===== src/rtl/sccb_pkg.sv =====
// Shared types and constants for the SCCB command-port arbiter.
package sccb_pkg;

   localparam int unsigned SCCB_DATA_W = 8;
   localparam logic [SCCB_DATA_W-1:0] SCCB_ID_OV7670 = 8'h42;

   typedef enum logic [1:0] {
      IDLE  = 2'd0,
      ISSUE = 2'd1,
      GAP   = 2'd2
   } sccb_arb_state_t;

endpackage : sccb_pkg


===== src/rtl/sccb_arbiter_if.sv =====
// Requester and sender side signals of the SCCB arbiter.
interface sccb_arbiter_if
   import sccb_pkg::*;
#(
   parameter int unsigned NUM_REQ = 2
);
   localparam int unsigned IDX_W = $clog2(NUM_REQ);

   logic [NUM_REQ-1:0]             req_valid;
   logic [NUM_REQ-1:0]             req_lock;
   logic [NUM_REQ*SCCB_DATA_W-1:0] req_regis;
   logic [NUM_REQ*SCCB_DATA_W-1:0] req_value;
   logic [NUM_REQ-1:0]             req_ack;
   logic [NUM_REQ-1:0]             req_err;
   logic                           snd_send;
   logic                           snd_taken;
   logic [SCCB_DATA_W-1:0]         snd_id;
   logic [SCCB_DATA_W-1:0]         snd_regis;
   logic [SCCB_DATA_W-1:0]         snd_value;
   logic                           busy;
   logic [IDX_W-1:0]               grant_idx;

   // Arbiter view
   modport master (
      input  req_valid, req_lock, req_regis, req_value, snd_taken,
      output req_ack, req_err, snd_send, snd_id, snd_regis, snd_value, busy, grant_idx
   );

   // Requester / sender view
   modport slave (
      output req_valid, req_lock, req_regis, req_value, snd_taken,
      input  req_ack, req_err, snd_send, snd_id, snd_regis, snd_value, busy, grant_idx
   );

endinterface : sccb_arbiter_if


===== src/rtl/rr_arbiter.sv =====
// Combinational round-robin winner search starting at ptr.
module rr_arbiter #(
   parameter  int unsigned NUM_REQ = 2,
   localparam int unsigned IDX_W   = $clog2(NUM_REQ)
) (
   input  logic [NUM_REQ-1:0] req,
   input  logic [IDX_W-1:0]   ptr,
   output logic [NUM_REQ-1:0] gnt_c,
   output logic [IDX_W-1:0]   idx_c
);

   // First valid requester at or after ptr, wrapping around
   always_comb begin
      logic [IDX_W-1:0] j;
      logic             found;
      j     = '0;
      found = 1'b0;
      gnt_c = '0;
      idx_c = '0;
      for (int unsigned k = 0; k < NUM_REQ; k++) begin
         j = IDX_W'((32'(ptr) + k) % NUM_REQ);
         if (!found && req[j]) begin
            found    = 1'b1;
            gnt_c[j] = 1'b1;
            idx_c    = j;
         end
      end
   end

endmodule : rr_arbiter


===== src/rtl/sccb_arbiter.sv =====
// Round-robin arbiter sharing one SCCB sender among NUM_REQ requesters.
// Optional watchdog on the ISSUE state: define SCCB_ARB_TIMEOUT_EN.
module sccb_arbiter
   import sccb_pkg::*;
#(
   parameter int unsigned NUM_REQ = 2,
   parameter logic [SCCB_DATA_W-1:0] DEV_ID = SCCB_ID_OV7670,
   parameter int unsigned SETTLE_CYCLES = 16
`ifdef SCCB_ARB_TIMEOUT_EN
   , parameter int unsigned TIMEOUT_CYCLES = 65535
`endif
) (
   input  logic          clk,
   input  logic          rst,
   sccb_arbiter_if.master bus
);

   localparam int unsigned IDX_W  = $clog2(NUM_REQ);
   localparam int unsigned DW     = SCCB_DATA_W;
   localparam int unsigned CNT_W  = (SETTLE_CYCLES > 1) ? $clog2(SETTLE_CYCLES) : 1;
   localparam bit          NO_GAP = (SETTLE_CYCLES == 0);

   sccb_arb_state_t  state_q, state_d;
   logic [IDX_W-1:0] ptr_q, ptr_d;
   logic [IDX_W-1:0] grant_q, grant_d;
   logic [DW-1:0]    regis_q, regis_d;
   logic [DW-1:0]    value_q, value_d;
   logic [NUM_REQ-1:0] ack_q, ack_d;
   logic [NUM_REQ-1:0] err_q, err_d;
   logic             send_q, send_d;
   logic             busy_q, busy_d;
   logic [CNT_W-1:0] cnt_q, cnt_d;
   logic [NUM_REQ-1:0] win_gnt;
   logic [IDX_W-1:0] win_idx;
   logic             lock_ok_c;

`ifdef SCCB_ARB_TIMEOUT_EN
   localparam int unsigned WD_W = $clog2(TIMEOUT_CYCLES + 1);
   logic [WD_W-1:0] wd_q, wd_d;
   logic            abort_q, abort_d;
   assign lock_ok_c = !abort_q;
`else
   assign lock_ok_c = 1'b1;
`endif

   function automatic logic [DW-1:0] pick(input logic [NUM_REQ*DW-1:0] v,
                                          input logic [IDX_W-1:0] i);
      return v[DW*32'(i) +: DW];
   endfunction

   rr_arbiter #(.NUM_REQ(NUM_REQ)) u_rr (
      .req   (bus.req_valid),
      .ptr   (ptr_q),
      .gnt_c (win_gnt),
      .idx_c (win_idx)
   );

   // Next-state, payload latch and pulse generation
   always_comb begin
      state_d = state_q;
      ptr_d   = ptr_q;
      grant_d = grant_q;
      regis_d = regis_q;
      value_d = value_q;
      ack_d   = '0;
      err_d   = '0;
      cnt_d   = cnt_q;
`ifdef SCCB_ARB_TIMEOUT_EN
      wd_d    = '0;
      abort_d = abort_q;
`endif
      unique case (state_q)
         IDLE: begin
            if (|win_gnt) begin
               state_d = ISSUE;
               grant_d = win_idx;
               regis_d = pick(bus.req_regis, win_idx);
               value_d = pick(bus.req_value, win_idx);
               ptr_d   = (win_idx == IDX_W'(NUM_REQ - 1)) ? '0 : win_idx + IDX_W'(1);
            end
         end
         ISSUE: begin
`ifdef SCCB_ARB_TIMEOUT_EN
            wd_d = wd_q + WD_W'(1);
`endif
            if (bus.snd_taken) begin
               ack_d[grant_q] = 1'b1;
               cnt_d          = '0;
               state_d        = NO_GAP ? IDLE : GAP;
`ifdef SCCB_ARB_TIMEOUT_EN
               abort_d        = 1'b0;
            end else if (wd_q == WD_W'(TIMEOUT_CYCLES - 1)) begin
               err_d[grant_q] = 1'b1;
               cnt_d          = '0;
               abort_d        = 1'b1;
               state_d        = NO_GAP ? IDLE : GAP;
`endif
            end
         end
         GAP: begin
            if (cnt_q == CNT_W'(SETTLE_CYCLES - 1)) begin
               // Locked requester with a new command keeps the bus; ptr untouched
               if (lock_ok_c && bus.req_lock[grant_q] && bus.req_valid[grant_q]) begin
                  state_d = ISSUE;
                  regis_d = pick(bus.req_regis, grant_q);
                  value_d = pick(bus.req_value, grant_q);
               end else begin
                  state_d = IDLE;
               end
            end else begin
               cnt_d = cnt_q + CNT_W'(1);
            end
         end
         default: state_d = IDLE;
      endcase
      send_d = (state_d == ISSUE);
      busy_d = (state_d != IDLE);
   end

   // State and output registers
   always_ff @(posedge clk or negedge rst) begin
      if (!rst) begin
         state_q <= IDLE;
         ptr_q   <= '0;
         grant_q <= '0;
         regis_q <= '0;
         value_q <= '0;
         ack_q   <= '0;
         err_q   <= '0;
         send_q  <= 1'b0;
         busy_q  <= 1'b0;
         cnt_q   <= '0;
      end else begin
         state_q <= state_d;
         ptr_q   <= ptr_d;
         grant_q <= grant_d;
         regis_q <= regis_d;
         value_q <= value_d;
         ack_q   <= ack_d;
         err_q   <= err_d;
         send_q  <= send_d;
         busy_q  <= busy_d;
         cnt_q   <= cnt_d;
      end
   end

`ifdef SCCB_ARB_TIMEOUT_EN
   // ISSUE watchdog registers
   always_ff @(posedge clk or negedge rst) begin
      if (!rst) begin
         wd_q    <= '0;
         abort_q <= 1'b0;
      end else begin
         wd_q    <= wd_d;
         abort_q <= abort_d;
      end
   end
`endif

   assign bus.req_ack   = ack_q;
   assign bus.req_err   = err_q;
   assign bus.snd_send  = send_q;
   assign bus.snd_id    = DEV_ID;
   assign bus.snd_regis = regis_q;
   assign bus.snd_value = value_q;
   assign bus.busy      = busy_q;
   assign bus.grant_idx = grant_q;

endmodule : sccb_arbiter

===== src/flat_wrapper.sv =====
// flat-port wrapper written by rule: the top's interface ports become plain ports
module sccb_arbiter_flat import sccb_pkg::*;
#(
   parameter int unsigned NUM_REQ = 2,
   parameter logic [SCCB_DATA_W-1:0] DEV_ID = SCCB_ID_OV7670,
   parameter int unsigned SETTLE_CYCLES = 16

)
  (clk, rst, bus_req_valid, bus_req_lock, bus_req_regis, bus_req_value, bus_snd_taken, bus_req_ack, bus_req_err, bus_snd_send, bus_snd_id, bus_snd_regis, bus_snd_value, bus_busy, bus_grant_idx);
  sccb_arbiter_if #(.NUM_REQ(NUM_REQ)) bus_i ();
  input  logic clk;
  input  logic rst;
  input wire logic [$bits(bus_i.req_valid)-1:0] bus_req_valid;
  input wire logic [$bits(bus_i.req_lock)-1:0] bus_req_lock;
  input wire logic [$bits(bus_i.req_regis)-1:0] bus_req_regis;
  input wire logic [$bits(bus_i.req_value)-1:0] bus_req_value;
  input wire logic [$bits(bus_i.snd_taken)-1:0] bus_snd_taken;
  output wire logic [$bits(bus_i.req_ack)-1:0] bus_req_ack;
  output wire logic [$bits(bus_i.req_err)-1:0] bus_req_err;
  output wire logic [$bits(bus_i.snd_send)-1:0] bus_snd_send;
  output wire logic [$bits(bus_i.snd_id)-1:0] bus_snd_id;
  output wire logic [$bits(bus_i.snd_regis)-1:0] bus_snd_regis;
  output wire logic [$bits(bus_i.snd_value)-1:0] bus_snd_value;
  output wire logic [$bits(bus_i.busy)-1:0] bus_busy;
  output wire logic [$bits(bus_i.grant_idx)-1:0] bus_grant_idx;
  assign bus_i.req_valid = bus_req_valid;
  assign bus_i.req_lock = bus_req_lock;
  assign bus_i.req_regis = bus_req_regis;
  assign bus_i.req_value = bus_req_value;
  assign bus_i.snd_taken = bus_snd_taken;
  assign bus_req_ack = bus_i.req_ack;
  assign bus_req_err = bus_i.req_err;
  assign bus_snd_send = bus_i.snd_send;
  assign bus_snd_id = bus_i.snd_id;
  assign bus_snd_regis = bus_i.snd_regis;
  assign bus_snd_value = bus_i.snd_value;
  assign bus_busy = bus_i.busy;
  assign bus_grant_idx = bus_i.grant_idx;
  sccb_arbiter #(.NUM_REQ(NUM_REQ), .DEV_ID(DEV_ID), .SETTLE_CYCLES(SETTLE_CYCLES)) u_core (.clk(clk), .rst(rst), .bus(bus_i));
endmodule

===== config.mk =====
export PLATFORM = sky130hd
export DESIGN_NAME = sccb_arbiter_flat
export DESIGN_NICKNAME = d
export VERILOG_FILES = /design/src/rtl/sccb_pkg.sv /design/src/rtl/sccb_arbiter_if.sv /design/src/rtl/rr_arbiter.sv /design/src/rtl/sccb_arbiter.sv /design/src/flat_wrapper.sv
export SDC_FILE = /design/constraint.sdc
export NUM_CORES = 1
export LEC_CHECK = 0
export CAP_MARGIN = 20
export CORE_ASPECT_RATIO = 1.1
export CORE_UTILIZATION = 25
export DETAILED_ROUTE_END_ITERATION = 10
export PLACE_DENSITY_LB_ADDON = 0.12
export SLEW_MARGIN = 20
export SYNTH_ARGS = -nofsm -noshare
export SYNTH_HDL_FRONTEND = slang
export SYNTH_SLANG_ARGS = --single-unit

===== constraint.sdc =====
create_clock -name clk -period 5 [get_ports clk]
set_input_delay 1 -clock clk [delete_from_list [all_inputs] [get_ports clk]]
set_output_delay 1 -clock clk [all_outputs]
set_load 0.1 [all_outputs]

==> results_dict.tcl, run 1 <==
set metrics [dict create \
    outcome "finished, final reports clean" \
    core_area_sq_mm 0.00581 \
    cts_resized 0 \
    io_pins 70 \
    synth_cell_types 27 \
    clk_latency_ns 0.27 \
    hpwl_um 2420 \
    cpPeakStageDelay_ns 1.18 \
    clockBufferDepth 2 \
    hold_viol_final 0 \
    viasPerCell 4.22 \
    cp-end-kind "primary output" \
    layout_min_cycle_time_ns 2.92 \
    grt_usage_pct 11.1 \
    grt_pass1_vias 1171 \
    cpMaxStageDelayCell "clkdlybuf4s50_1" \
    start_util_pct 26.2 \
    worst_pin_slew_ns 0.983 \
    drc_errors 0 \
    fin_nets 219 \
    final_layout_size_suffix_gt1_share_pct 24.7 \
    synth-seq-cells 28 \
    finalSetupViolations 0 \
    gr-total-overflow 0 \
    vias 1077 \
    rows 29 \
    post_cts_buffers 0 \
    firstDrtPassIters 4 \
    netlist_area_sq_mm 0.00152 \
    worstPathCellList "clkdlybuf4s50_1" \
    drtIter0Drc 31 \
    worstPathMaxFanout 7 \
    max_clock_freq_mhz 343 \
    path_buf_inv 1 \
    gp_congestion 0.769 \
    die_y_um 83.8 \
    die_area_sq_mm 0.00640 \
    ys_seq_area_share_pct 46.1 \
    htree_levels 1 \
    syn_avg_cell_area_sq_um 12.9 \
    grt_pass1_wl_um 5720 \
    crit_type "reg2out" \
    cts_tree "done" \
    arrival_ns 1.92 \
    cp-start-kind "flop" \
    period_share_pct 58.4 \
    ant_nets 0 \
    wl_um 3190 \
    cpLargestDelayFamily "buffers and inverters" \
    diodes 0 \
    hold_class "reg2reg" \
    cts_root_buffer "clkbuf_8" \
    cts_made_buffers 3 \
    fin_tns_setup_ns 0 \
    die_w_um 76.4 \
    antenna_found_initial 0 \
    postCtsHoldBufs 0 \
    finalMaxSlewViolations 0 \
    grt_max_degree 29 \
    portBuffers 59 \
    synthCells 118 \
    final.setup_skew_ns 0.00421 \
    rsz0062_at_grt "false" \
    wl_per_cell_um 12.5 \
    yosys_warnings 0 \
    maxCapViolCount 0 \
    crit_required_ns 4.00 \
    clock_sinks 28 \
    syn_to_final_growth_pct 45.6 \
    clk_pin_slew_ns 0.09 \
    max_slew_margin_pct 34.2 \
]
-- stage by stage --
stage | worst slack [ns] | util [%] | cell area, sq um | std cells | hold WS, ns
after floorplan | 2.73 | - | 1550 | 126 | 0.470
after global placement | 1.69 | 37.0 | 2150 | 251 | 0.483
after detailed placement | 1.58 | 37.0 | 2150 | 251 | 0.489
after CTS | 1.89 | 38.0 | 2200 | 255 | 0.511
after global routing | 2.00 | 38.1 | 2210 | 255 | 0.537
final | 2.08 | 38.1 | 2210 | 255 | 0.506
-- sequential cells by signal, summed over array words and instances, names as in the netlist, 2 cells and up --
name / count
u_core.state_q: 2
u_core.bus.req_ack: 2
u_core.cnt_q: 4
u_core.bus.snd_regis: 8
u_core.bus.snd_value: 8
-- layer usage --
layer | part of all wire, % | vias to the layer above | GRT usage [%]
li1 | - | 513 | -
met1 | 42 | 516 | 13.6
met2 | 50 | 43 | 19.5
met3 | 6.9 | 5 | 2.73
met4 | 0.91 | 0 | 2.62
met5 | 0 | - | 0
-- cell families after synthesis --
| group | count (synthesis) | synth area share (%) |
|---|---|---|
| simple gates | 26 | 8.97 |
| compound gates | 13 | 6.83 |
| other cells | 2 | 0.494 |
| buf+inv | 14 | 6.91 |
| fa+ha+maj | 1 | 0.822 |
| mux | 33 | 29.4 |
| flops | 28 | 46.1 |
| xor+xnor | 1 | 0.576 |
-- final timing paths --
check / from / end / slack (ns) / cells after the start
max in group asynchronous: rst / u_core.state_q[1] / 3.63 / 2
min reg2reg: u_core.ptr_q / u_core.ptr_q / 0.51 / 1
min: u_core.ptr_q / u_core.ptr_q / 0.51 / 1
max reg2reg: u_core.state_q[0] / u_core.bus.snd_regis[0] / 2.85 / 4
max: u_core.bus.grant_idx / bus_grant_idx / 2.08 / 1
min in group asynchronous: rst / u_core.bus.snd_regis[0] / 1.11 / 2
-- cell usage after synthesis (all sizes together) --
cell type	instances	area, sq um
a211oi	2	15.0
xor2	1	8.76
a21oi	1	5.00
nor2	3	11.3
nor3	3	15.0
and2b	1	7.51
nand3b	1	7.51
and3b	1	8.76
buf	12	97.6
conb	2	7.51
mux2	33	447
nand2b	3	21.3
inv	2	7.51
ha	1	12.5
a2bb2oi	1	15.0
nand3	4	20.0
o21ai	6	30.0
dfrtp	28	701
and2	1	6.26
or2	1	6.26
a31oi	1	21.3
nand2	7	26.3
and3	1	6.26
a31o	2	17.5
-- final cells by class --
| cell class | instances | area (sq um) |
|---|---|---|
| fill | 580 | 3590 |
| inverter | 2 | 7.51 |
| multi-input combinational | 84 | 757 |
| tap | 77 | 96.3 |
| clock buffer | 4 | 55.1 |
| sequential | 28 | 701 |
| timing repair buffer | 60 | 598 |
-- layout by cell type (no fill, tap or decap), types with 3 or more instances in the layout --
cell             synthesis  final
mux2_4                  20     20
conb_1                   2     10
nand3_1                  4      4
nor3_1                   3      3
o21ai_0                  6      6
mux2_2                  13     13
nand2_1                  7      7
dfrtp_1                 28     28
clkbuf_8                 0      4
nor2_1                   3      3
clkdlybuf4s50_1          0     59
Power of run 1 is not shown: default switching activity piles up to over one toggle a cycle in this logic, so the estimate is an artifact.
==> run 2, diff against run 1 <==
==> constraint.sdc (replaced) <==
create_clock -name clk -period 2.47 [get_ports clk]
set_input_delay 0.494 -clock clk [delete_from_list [all_inputs] [get_ports clk]]
set_output_delay 0.494 -clock clk [all_outputs]
set_load 0.1 [all_outputs]
==> run 2 against run 1 <==
Compared with the run above: final cell count grew 1.6%; first-iteration DRC count is 19% lower; die area stayed put; core utilization is 0.086 points lower; final area shrank 0.23%; critical path depth increased by 5; critical endpoint is now u_core.bus.snd_regis[1]; largest cell class unchanged; highest routed layer unchanged.
==> results_dict.tcl, run 2 (synthesis results as in run 1) <==
set metrics [dict create \
    fin_nets 223 \
    cts_tree "done" \
    outcome "finished, final reports clean" \
    grt_max_degree 29 \
    firstDrtPassIters 4 \
    die_w_um 76.4 \
    final_cell_mix "38 x clkdlybuf4s50_1, 28 x dfrtp_1, 25 x buf_4" \
    antenna_found_initial 0 \
    clk_pin_slew_ns 0.09 \
    crit_type "in2reg" \
    fillers 577 \
    grt_pass1_vias 1092 \
    maxCapViolCount 0 \
    layout_min_cycle_time_ns 2.05 \
    gp_congestion 0.740 \
    drtIter0Drc 25 \
    cts_made_buffers 3 \
    crit_required_ns 2.63 \
    hpwl_um 2390 \
    die_area_sq_mm 0.00640 \
    ant_nets 0 \
    gr-total-overflow 0 \
    multi_input_area_sq_um 746 \
    fin_cells 259 \
    cts_root_buffer "clkbuf_8" \
    final_layout_size_suffix_gt1_share_pct 37.9 \
    syn_to_final_growth_pct 45.2 \
    fin_tns_setup_ns 0 \
    rsz0062_at_grt "false" \
    postCtsHoldBufs 0 \
    clockBufferDepth 2 \
    diodes 0 \
    max_clock_freq_mhz 487 \
    finalSetupViolations 0 \
    clock_sinks 28 \
    cts_resized 0 \
    rows 29 \
    portBuffers 59 \
    wl_um 3160 \
    viasPerCell 4.14 \
    grt_pass1_wl_um 5330 \
    hold_class "reg2reg" \
    final_common_cell "clkdlybuf4s50_1" \
    die_y_um 83.8 \
    wl_per_cell_um 12.2 \
    grt_usage_pct 10.4 \
    start_util_pct 26.2 \
    clk_latency_ns 0.27 \
    ff_latch_area_sq_um 701 \
    worstPathMaxFanout 16 \
    htree_levels 1 \
    dp.cells 255 \
    hold_viol_final 0 \
    cp-start-kind "input port" \
    arrival_ns 2.22 \
    fin_util_pct 38.1 \
    post_cts_buffers 0 \
    core_area_sq_mm 0.00581 \
    final.setup_skew_ns 0.00282 \
    cp-end-kind "flop" \
    finalMaxSlewViolations 0 \
    vias 1071 \
    period_share_pct 83.1 \
    whs_ns 0.515 \
    drc_errors 0 \
    io_pins 70 \
]
run 2: cell types whose count changed in the layout (fill, tap and decap cells not counted):
cell	delta
buf_12	+1
buf_4	+24
bufinv_16	+1
clkdlybuf4s50_1	-21
a2bb2oi_4	-1
clkbuf_8	-1
a2bb2oi_2	+1
run 2: final timing paths:
kind | startpoint | slack [ns] | cells after the start | endpoint
setup / recovery | bus_req_valid[0] | 0.42 | 6 | u_core.bus.snd_regis[1]
hold / removal | u_core.ptr_q | 0.52 | 1 | u_core.ptr_q
setup reg to reg | u_core.state_q[0] | 0.61 | 5 | u_core.bus.snd_value[6]
hold reg to reg | u_core.ptr_q | 0.52 | 1 | u_core.ptr_q
max in group asynchronous | rst | 1.59 | 2 | u_core.bus.snd_value[0]
min in group asynchronous | rst | 0.60 | 2 | u_core.bus.snd_regis[0]
run 2: area by class of cell:
type / count / area share (%)
clock inverters: 1 / 1.36
well taps: 77 / 4.36
clock buffers: 3 / 1.87
inverters: 2 / 0.340
multi-input cells: 84 / 33.7
flip-flops and latches: 28 / 31.7
repair buffers: 64 / 26.6
run 2: through the flow:
step / cell area, sq um / setup WS (ns)
4_1_cts: 2210 / 0.422
5_1_grt: 2210 / 0.320
2_1_floorplan: 1550 / 0.198
6_report: 2210 / 0.417
3_5_place_dp: 2140 / 0.108
3_3_place_gp: 2140 / 0.159
run 2: routing by layer:
metal / track usage [%] / vias up / wire length, um
li1: - / 523 / -
met1: 13.8 / 508 / 1410
met3: 2.30 / 2 / 161
met2: 17.2 / 38 / 1580
met4: 2.10 / 0 / 8
met5: 0 / - / 0
run 2: worst max-delay path, stage by stage:
cell and delay [ns]:
clkdlybuf4s50_1 0.53, nand2_1 0.06, o21ai_0 0.38, a2bb2oi_2 0.21
buf_12 0.19, mux2_2 0.35
Power of run 2 is left out for the same reason.
==> run 3, diff against run 2 <==
==> constraint.sdc (replaced) <==
create_clock -name clk -period 2.1 [get_ports clk]
set_input_delay 0.42 -clock clk [delete_from_list [all_inputs] [get_ports clk]]
set_output_delay 0.42 -clock clk [all_outputs]
set_load 0.1 [all_outputs]
==> run 3 against run 2 <==
Compared with the run above: count of clock-buffer cells in the layout up 1; critical path type unchanged; critical endpoint is now u_core.bus.snd_regis[0]; via count up 1.6%; clock skew up 0.0066 ns; non-clock buffer count up 2; core utilization up 0.22 points; flip-flop and latch count unchanged; critical path depth unchanged; hold slack worse by 0.0027 ns.
==> results_dict.tcl, run 3 (synthesis results as in run 1) <==
set metrics [dict create \
    outcome "finished, final reports clean" \
    crit_required_ns 2.26 \
    cpPeakStageDelay_ns 0.49 \
    whs_ns 0.513 \
    final_cell_mix "38 x clkdlybuf4s50_1, 27 x dfrtp_1, 26 x buf_4" \
    cpLargestDelayFamily "buffers and inverters" \
    rr_worst_depth 5 \
    grt_pass1_wl_um 5490 \
    viasPerCell 4.17 \
    rows 29 \
    post_cts_buffers 0 \
    maxCapViolCount 0 \
    cts_tree "done" \
    die_area_sq_mm 0.00640 \
    worstPathCellList "clkdlybuf4s50_1 > nand2b_1 > a31oi_4 > buf_12 > mux2_2 > mux2_2" \
    crit_type "in2reg" \
    gr-total-overflow 0 \
    die_w_um 76.4 \
    ant_nets 0 \
    drtIter0Drc 23 \
    min_path_cells 1 \
    grt_max_degree 29 \
    portBuffers 59 \
    fin_nets 225 \
    cts_root_buffer "clkbuf_8" \
    cp-start-kind "input port" \
    syn_to_final_growth_pct 46.1 \
    hold_viol_final 0 \
    postCtsHoldBufs 0 \
    clock_sinks 28 \
    gp_congestion 0.767 \
    arrival_ns 2.03 \
    diodes 0 \
    cts_made_buffers 3 \
    drc_errors 0 \
    die_y_um 83.8 \
    path_buf_inv 2 \
    wl_per_cell_um 12.6 \
    clk_latency_ns 0.27 \
    path_depth 6 \
    start_util_pct 26.2 \
    cts_resized 0 \
    clockBufferDepth 2 \
    cp_common_cell "mux2_2" \
    io_pins 70 \
    final_layout_size_suffix_gt1_share_pct 39.1 \
    layout_min_cycle_time_ns 1.87 \
    cpMaxStageDelayCell "clkdlybuf4s50_1" \
    htree_levels 1 \
    grt_usage_pct 10.8 \
    max_clock_freq_mhz 535 \
    core_area_sq_mm 0.00581 \
    finalMaxSlewViolations 0 \
    period_share_pct 88.9 \
    antenna_found_initial 0 \
    cp-end-kind "flop" \
    hold_class "reg2reg" \
    clk_pin_slew_ns 0.09 \
    wl_um 3290 \
    worstPathMaxFanout 16 \
    grt_pass1_vias 1114 \
    vias 1088 \
    final.setup_skew_ns 0.00942 \
    rsz0062_at_grt "false" \
    finalSetupViolations 0 \
    final_common_cell "clkdlybuf4s50_1" \
    firstDrtPassIters 4 \
    hpwl_um 2520 \
]
==> run 3: cell types whose count changed in the layout (fill, tap and decap cells not counted) <==
| cell | change |
|---|---|
| buf_12 | +1 |
| buf_4 | +1 |
| bufinv_16 | -1 |
| clkbuf_8 | +1 |
| dfrtp_1 | -1 |
| dfrtp_2 | +1 |
==> run 3: final cells by class <==
cell class                 count  area, sq um
multi-input combinational     84          746
timing repair buffer          66          616
tap                           77         96.3
sequential                    28          702
fill                         571         3580
inverter                       2         7.51
clock buffer                   4         55.1
==> run 3: worst register-to-register path, delay by kind of cell (launching register included) <==
family                 cells  cell delay [ns]
buffers and inverters      1             0.19
AOI/OAI and AO/OA          1             0.20
and+or+nand+nor            1             0.27
muxes                      2             0.60
DFF                        1             0.46
==> run 3: path summary, 6_finish.rpt <==
path                                            to  slack [ns]               startpoint
min in group asynchronous    u_core.bus.req_ack[0]        0.53                      rst
setup / recovery           u_core.bus.snd_regis[0]        0.23         bus_req_valid[0]
hold / removal             u_core.bus.snd_regis[1]        0.51  u_core.bus.snd_regis[1]
setup reg to reg           u_core.bus.snd_regis[0]        0.27        u_core.state_q[0]
hold reg to reg            u_core.bus.snd_regis[1]        0.51  u_core.bus.snd_regis[1]
max in group asynchronous     u_core.bus.grant_idx        1.28                      rst
==> run 3: stage by stage <==
| stage | std cells | util [%] | TNS [ns] | instance area (sq um) | setup WS [ns] |
|---|---|---|---|---|---|
| 2_1_floorplan | 126 | - | 0 | 1550 | 0.0773 |
| 5_1_grt | 261 | 38.3 | 0 | 2220 | 0.162 |
| 4_1_cts | 261 | 38.3 | 0 | 2220 | 0.232 |
| 3_3_place_gp | 257 | 37.3 | -0.612 | 2170 | -0.0563 |
| 6_report | 261 | 38.3 | 0 | 2220 | 0.232 |
| 3_5_place_dp | 257 | 37.3 | -0.675 | 2170 | -0.0679 |
==> run 3: per-layer routing <==
metal  global-route usage [%]  up-vias  part of all wire [%]
li1                         -      527                     -
met1                     13.3      521                    42
met2                     18.8       38                    51
met3                     2.40        2                   6.2
met4                     3.15        0                  0.49
met5                        0        -                     0
Power of run 3 is left out for the same reason.
